--- config.mk ---
export PLATFORM = sky130hd
export DESIGN_NAME = telemetry_stack_scheduler
export DESIGN_NICKNAME = d
export VERILOG_FILES = /design/src/rtl/telemetry_stack_scheduler.sv
export SDC_FILE = /design/constraint.sdc
export NUM_CORES = 1
export LEC_CHECK = 0
export ABC_AREA = 1
export CAP_MARGIN = 15
export CORE_MARGIN = 3
export CORE_UTILIZATION = 46
export DETAILED_ROUTE_END_ITERATION = 10
export PLACE_DENSITY_LB_ADDON = 0.2
export SYNTH_ARGS = -nofsm -noshare
export SYNTH_HDL_FRONTEND = slang
export SYNTH_SLANG_ARGS = --single-unit
--- constraint.sdc ---
create_clock -name CLK_100KHZ -period 2.37 [get_ports CLK_100KHZ]
set_input_delay 0.3555 -clock CLK_100KHZ [delete_from_list [all_inputs] [get_ports CLK_100KHZ]]
set_output_delay 0.3555 -clock CLK_100KHZ [all_outputs]
set_load 0.01 [all_outputs]
--- src/rtl/telemetry_stack_scheduler.sv ---
// Round-robin framer: shares one byte link between the G, M and P sensor stacks, one 13-byte frame per served source.
// Latency: tick pulse to first TX_VALID is 2 edges; a frame costs 1 ARB cycle plus 13 byte transfers.
// Backpressure: the FSM advances only on TX_VALID & TX_READY; TX_DATA is held while the sink stalls.
module telemetry_stack_scheduler #(
  parameter logic [7:0] SYNC_BYTE = 8'hA5,
  parameter logic [7:0] ID_G      = 8'h01,
  parameter logic [7:0] ID_M      = 8'h02,
  parameter logic [7:0] ID_P      = 8'h03
) (
  input  logic        CLK_100KHZ,
  input  logic        RESET,
  input  logic        CLK_10HZ,
  input  logic [2:0]  SRC_EN,
  input  logic [79:0] G_DATA_STACK,
  input  logic [79:0] M_DATA_STACK,
  input  logic [79:0] P_DATA_STACK,
  output logic [7:0]  TX_DATA,
  output logic        TX_VALID,
  input  logic        TX_READY,
  output logic [2:0]  GRANT,
  output logic        BUSY,
  output logic [2:0]  OVERRUN
);

  typedef enum logic [2:0] {
    S_IDLE, S_ARB, S_SYNC, S_ID, S_DATA, S_CSUM
  } state_t;

  state_t      state_q, state_d;
  logic [2:0]  sync_q, sync_d;       // [0]=s1, [1]=s2, [2]=s3 (edge detect)
  logic [2:0]  pending_q, pending_d;
  logic [2:0]  overrun_q, overrun_d;
  logic [1:0]  ptr_q, ptr_d;         // index of the last source served
  logic [79:0] shreg_q, shreg_d;
  logic [3:0]  cnt_q, cnt_d;
  logic [7:0]  csum_q, csum_d;
  logic [2:0]  grant_q, grant_d;
  logic [7:0]  tx_data_q, tx_data_d;
  logic        tx_valid_q, tx_valid_d;
  logic        busy_q, busy_d;

  logic        tick;
  logic [2:0]  tick_set;
  logic [2:0]  serving;
  logic [1:0]  cand1, cand2, sel;
  logic        pend_any;
  logic        tx_fire;

  function automatic logic [1:0] inc3(input logic [1:0] v);
    return (v == 2'd2) ? 2'd0 : v + 2'd1;
  endfunction

  function automatic logic [7:0] id_of(input logic [1:0] idx);
    case (idx)
      2'd0:    return ID_G;
      2'd1:    return ID_M;
      default: return ID_P;
    endcase
  endfunction

  // Tick detection, arbitration and pending/overrun bookkeeping
  always_comb begin
    sync_d   = {sync_q[1:0], CLK_10HZ};
    tick     = sync_q[1] & ~sync_q[2];
    tick_set = tick ? SRC_EN : 3'b000;

    cand1 = inc3(ptr_q);
    cand2 = inc3(cand1);
    if (pending_q[cand1])      sel = cand1;
    else if (pending_q[cand2]) sel = cand2;
    else                       sel = ptr_q;

    // A bit being served in ARB is cleared, so a colliding tick re-arms it without an overrun
    serving   = (state_q == S_ARB) ? (3'b001 << sel) : 3'b000;
    overrun_d = overrun_q | (tick_set & pending_q & ~serving);
    pending_d = (pending_q & ~serving) | tick_set;
    // Include this cycle's tick so IDLE/CSUM can jump to ARB on the same edge the bit is set
    pend_any  = (pending_q | tick_set) != 3'b000;
    tx_fire   = tx_valid_q & TX_READY;
  end

  // Frame sequencing: next state, shift register, checksum and registered outputs
  always_comb begin
    state_d    = state_q;
    ptr_d      = ptr_q;
    shreg_d    = shreg_q;
    cnt_d      = cnt_q;
    csum_d     = csum_q;
    grant_d    = grant_q;
    tx_data_d  = tx_data_q;
    tx_valid_d = tx_valid_q;
    case (state_q)
      S_IDLE: begin
        if (pend_any) state_d = S_ARB;
      end
      S_ARB: begin
        case (sel)
          2'd0:    shreg_d = G_DATA_STACK;
          2'd1:    shreg_d = M_DATA_STACK;
          default: shreg_d = P_DATA_STACK;
        endcase
        grant_d    = 3'b001 << sel;
        ptr_d      = sel;
        csum_d     = id_of(sel);
        tx_data_d  = SYNC_BYTE;
        tx_valid_d = 1'b1;
        state_d    = S_SYNC;
      end
      S_SYNC: begin
        if (tx_fire) begin
          tx_data_d = id_of(ptr_q);
          state_d   = S_ID;
        end
      end
      S_ID: begin
        if (tx_fire) begin
          tx_data_d = shreg_q[79:72];
          csum_d    = csum_q ^ shreg_q[79:72];
          shreg_d   = {shreg_q[71:0], 8'h00};
          cnt_d     = 4'd0;
          state_d   = S_DATA;
        end
      end
      S_DATA: begin
        if (tx_fire) begin
          if (cnt_q == 4'd9) begin
            // csum_q already folds in the tenth byte, which was XORed when it was loaded
            tx_data_d = csum_q;
            state_d   = S_CSUM;
          end else begin
            tx_data_d = shreg_q[79:72];
            csum_d    = csum_q ^ shreg_q[79:72];
            shreg_d   = {shreg_q[71:0], 8'h00};
            cnt_d     = cnt_q + 4'd1;
          end
        end
      end
      S_CSUM: begin
        if (tx_fire) begin
          grant_d    = 3'b000;
          tx_valid_d = 1'b0;
          tx_data_d  = 8'h00;
          state_d    = pend_any ? S_ARB : S_IDLE;
        end
      end
      default: begin
        state_d    = S_IDLE;
        tx_valid_d = 1'b0;
        grant_d    = 3'b000;
      end
    endcase
    busy_d = (state_d != S_IDLE);
  end

  // All state registers; reset abandons any frame in flight
  always_ff @(posedge CLK_100KHZ or negedge RESET) begin
    if (!RESET) begin
      state_q    <= S_IDLE;
      sync_q     <= 3'b000;
      pending_q  <= 3'b000;
      overrun_q  <= 3'b000;
      ptr_q      <= 2'd2;
      shreg_q    <= 80'h0;
      cnt_q      <= 4'd0;
      csum_q     <= 8'h00;
      grant_q    <= 3'b000;
      tx_data_q  <= 8'h00;
      tx_valid_q <= 1'b0;
      busy_q     <= 1'b0;
    end else begin
      state_q    <= state_d;
      sync_q     <= sync_d;
      pending_q  <= pending_d;
      overrun_q  <= overrun_d;
      ptr_q      <= ptr_d;
      shreg_q    <= shreg_d;
      cnt_q      <= cnt_d;
      csum_q     <= csum_d;
      grant_q    <= grant_d;
      tx_data_q  <= tx_data_d;
      tx_valid_q <= tx_valid_d;
      busy_q     <= busy_d;
    end
  end

  assign TX_DATA  = tx_data_q;
  assign TX_VALID = tx_valid_q;
  assign GRANT    = grant_q;
  assign BUSY     = busy_q;
  assign OVERRUN  = overrun_q;

endmodule

Word level (Yosys, flattened, before mapping). Cells that the tools add are included.

Add/sub/neg operators: 3. Magnitude comparators: 2. Equality and inequality tests: 15. Shifts and indexed selects: 1. Muxes and demuxes: 43. Bitwise logic cells: 12. Reductions and logical operators: 13.

Operator list (count): $mux 80 (3); $pmux 80 s3 (1); $pmux 80 s2 (1); $mux 8 (8); $pmux 8 s5 (1); $mux 3 (9); $pmux 8 s3 (1); $pmux 3 s6 (1); $mux 4 (3); $ne 2x2->1 const B (5); $and 3x3->3 (3); $or 3x3->3 (3); $pmux 3 s3 (1); $reduce_bool 3->1 (3); $mux 2 (4); $pmux 2 s2 (2); $pmux 4 s2 (1); $reduce_and 4->1 (2); $xor 8x8->8 (1); $eq 3x2->1 const B (2); $eq 3x3->1 const B (2); $lt 2x3->1 const B (2); $reduce_and 5->1 (1); $reduce_bool 5->1 (1); other kinds (18) (28).

Bits in registers: 119. Bits of input ports: 247. Output and inout bits: 16. Logic and storage cells: 101.

Logic depth before layout (Yosys ltp).
Depth in word-level cells: 13. Depth in mapped cells: 14. Gate-level depth less buffers: 12.

Worst setup path before layout. No wires, ideal clock.

Kind: register to register. From: reg cnt_q[1]. To: reg shreg_q[12]. Library setup time: 0.116 ns. Arrival: 1.632 ns. Data required time: 2.254 ns. Path slack: 0.621 ns. Stages on the path, launching flop included: 13. Path buffers: 1. Clock period less this slack: 1.749 ns. Cell sequence: dfrtp_1 inv_1 ha_1 nand3_1 nor2_4 inv_2 nand3_2 nand2_2 inv_2 clkbuf_1 nor2_1 nand2_1 nand2_1.

Cells in the longest elaborated chain, start to end: 3.

Ends and longest elaborated chain: start: declaration (line 35) `logic [3:0] cnt_q, cnt_d;`; start signal: assignment (line 177) `cnt_q <= cnt_d;`; $eq 4x4->1 (line 126) `if (cnt_q == 4'd9) begin`; $ne 2x2->1 (no source line); $reduce_and 4->1 (no source line); end signal: assignment (line 176) `shreg_q <= shreg_d;`; end: declaration (line 34) `logic [79:0] shreg_q, shreg_d;`.

No other way between the ends. A chain may end at the register's enable or synchronous reset.

Worst setup path after layout.
From: reg ptr_q[0]. To: reg shreg_q[16].

Cells in the longest elaborated chain, start to end: 11. Elaborated cells between the ends (all ways): 16. Those cells by class: 2 x add/sub; 3 x eq/ne; 10 x mux; 1 x reduce/logical.

Ends and longest elaborated chain: start: declaration (line 33) `logic [1:0] ptr_q, ptr_d;`; start signal: assignment (line 175) `ptr_q <= ptr_d;`; $add 2x1->2 or $eq 2x2->1 (tied branches) (line 50) `return (v == 2'd2) ? 2'd0 : v + 2'd1;`; $mux 2 (line 50); $add 2x1->2 or $eq 2x2->1 (tied branches) (line 50); $mux 2 (line 50); $bmux 1 s2 (line 70) `else if (pending_q[cand2]) sel = cand2;`; $mux 1 (implied by the code) (line 70); $mux 2 (line 70); $mux 2 * (line 69) `if (pending_q[cand1]) sel = cand1;`; $eq 2x1->1 or $logic_not 2->1 (tied branches) (line 97) `case (sel)`; $pmux 80 s2 * (line 97); $pmux 80 s3 * (line 92) `case (state_q)`.

Mark *: on every way between the ends. The rest lies on a longest branch, timed or not. The select of a mux whose other input is x is not followed.

==> impl_metrics.tcl <==
set metrics [dict create \
    status "finished clean" \
    initial_core_util 0.473 \
    async_reset_ff_frac 1.00 \
    clkLatencyLatePin_ps 410 \
    cts_buffers 17 \
    vias 8382 \
    layout_min_cycle_time_ps 2100 \
    wl_um 24800 \
    fmax_ghz 0.476 \
    first_global_vias 8099 \
    grt_pass1_wl_um 39700 \
    rsz0062_at_grt "false" \
    powerDensity_nw_per_um2 1560 \
    grtUsageTotal 0.271 \
    tightest_slew_ps 524 \
    peakVddDrop_mv 1.37 \
    yosysTopAreaCellShare 0.391 \
    finalCritPeriodShare 0.887 \
    cp_data_required_time_ps 2720 \
    max_stage_delay_ps 460 \
    clock-sinks 119 \
    ys_seq_elements 119 \
    synth_commonest_cells "nand2_1 (292), nand3_1 (171), nor2_1 (161), dfrtp_1 (118), a21oi_1 (84)" \
    drcViolationCount 0 \
    antenna_cells 0 \
    synthesis.area_um2 7540 \
    core_um2 15900 \
    synth.most_common_cell "nand2_1" \
    fin_area_um2 10800 \
    htree_levels 4 \
    chipHeight_um 134 \
    synth_edf_count 0 \
    finalPower_mw 16.8 \
    placed_area_um2 10200 \
    cap_violations 0 \
    ant_nets 0 \
    drt_iter0_markers 651 \
    slowest_stage "buf_4" \
    die_x_um 134 \
    synth.avg_cell_area_um2 6.94 \
    cts_tree "built" \
    final_nets 1555 \
    ys.flop_type "dfrtp_1" \
    synthMuxAreaShare 0.00133 \
    overflow 0 \
    stdcell_count 1535 \
    dp.cells 1502 \
    synthAdderAreaFrac 0.00332 \
    timing.setup.tns_ps 0 \
    place.gp.congestion 0.869 \
    hp-class "flip-flop to flip-flop" \
    synth_top_area_cell "dfrtp_1" \
    slew_viol_final 0 \
    cp-end-kind "flip-flop" \
    crit_type "flip-flop to flip-flop" \
    startpoint_type "flip-flop" \
    worstPathCellList "nor2_4, nand2_2, nand3_2, nor2_4, nor2_8, buf_4, nand4_1, nand3_1, nand2_1, nand2_1" \
    synth_xor_area_frac 0.00697 \
    grt_start_max_net_pins 88 \
    areaGrowthSynthToFinish_pct 43.1 \
    crit_family "simple AND/OR/NAND/NOR gates" \
    vias_per_cell 5.46 \
    setup-violations-final 0 \
    synthSimpleGateAreaFrac 0.426 \
    cts_root_buf "clkbuf_16" \
    synthCells 1087 \
    drive_gt1_frac 0.0637 \
    yosysUniqueCellTypes 37 \
    power_leakage_nw 5.03 \
    drt-pass1-iter-count 5 \
    worst_slack_ps 267 \
    syn-num-nets 1336 \
    rows 46 \
    postCtsHoldBufs 1 \
    wl_per_cell_um 16.2 \
    clk_path_buf_depth 2 \
    portBuffers 262 \
    synth_top_family_by_area "simple AND/OR/NAND/NOR gates" \
    ctsResizeCount 0 \
    ys_warn_count 0 \
    ios 263 \
    pre_cts_slack_ps 247 \
    path_max_fanout 52 \
    synth-compound-area-share 0.0876 \
    hpwlAfterDp_um 17300 \
    netlist_top_cells_area "dfrtp_1 (39%), nand2_1 (15%), nand3_1 (11%)" \
    post-cts-setup-buffers 0 \
    hold_viol 0 \
    finClkSkew_ps 6.56 \
    path_buf_inv 1 \
    arrival_ps 2450 \
    clkSlewWorstSetupHoldPaths_ps 60 \
    slew_headroom 0.651 \
    antenna_found_initial 0 \
    seq_area_frac_synth 0.395 \
    dieArea_um2 18000 \
]
[cell families (layout without fill, tap and decap cells)]
family | Yosys count | after routing
mux | 1 | 1
fa+ha+maj | 2 | 2
flops | 119 | 119
buf+inv | 117 | 349
simple gates | 722 | 722
compound gates | 120 | 120
xor+xnor | 6 | 6
[per-layer routing]
metal  vias up  track usage  routed length (µm)
met1      3952        0.353               10800
met5         -            0                   0
met3        22       0.0668                1770
met4         0       0.0650                 260
li1       4100            -                   -
met2       308        0.458               12000
[per-stage QoR]
stage / hold slack, ps / utilization
4_1_cts: 347 / 0.677
2_1_floorplan: 59.9 / -
5_1_grt: 368 / 0.677
6_report: 346 / 0.677
3_3_place_gp: 334 / 0.641
3_5_place_dp: 335 / 0.641
[power by group]
part | leakage, nW | switching [mW] | internal (mW)
combinational | 3.28 | 6.99 | 3.68
sequential | 1.46 | 0.629 | 3.01
clock | 0.288 | 0.904 | 1.57
[path summary, 6_finish.rpt]
check / start / end / slack, ps / depth (start not counted)
setup reg to reg: ptr_q[0] / shreg_q[16] / 270 / 10
setup / recovery: ptr_q[0] / shreg_q[16] / 270 / 10
max in group asynchronous: RESET / shreg_q[34] / 1570 / 3
hold / removal: sync_q[0] / sync_q[1] / 350 / 0
min in group asynchronous: RESET / csum_q[7] / 490 / 3
hold reg to reg: sync_q[0] / sync_q[1] / 350 / 0
[registers in the layout, summed over array words and instances, names as in the netlist]
| register | cells |
|---|---|
| shreg_q | 80 |
| TX_DATA | 8 |
| csum_q | 8 |
| cnt_q | 4 |
| GRANT | 3 |
| OVERRUN | 3 |
| pending_q | 3 |
| state_q | 3 |
| sync_q | 3 |
| ptr_q | 2 |
| BUSY | 1 |
| TX_VALID | 1 |
[cells in the final DEF (no fill, tap or decap), types with 3 or more instances in the layout]
master,Yosys,final
a21oi_1,84,84
xor2_1,4,4
nand2_1,292,290
clkinv_2,0,7
nor2_1,161,161
buf_4,3,15
inv_2,11,10
nand4_1,82,82
dfrtp_1,118,118
nand3_1,171,171
inv_1,22,22
clkbuf_16,0,17
clkdlybuf4s50_1,0,261
nor2_2,3,3
o21bai_1,3,3
buf_12,0,7
a22oi_1,3,3
nand2_2,4,5
o21ai_0,14,14
nor2_4,3,3
o21ai_1,5,5
clkbuf_8,0,5
[cell type report]
class,count,area (µm²)
fill,1396,5150
multi-input combinational,851,3970
sequential,119,2980
timing repair buffer,284,2880
clock buffer,23,498
tap,216,270
inverter,33,126
clock inverter,9,72.6
Note: power is estimated with default switching activity, not from simulation.
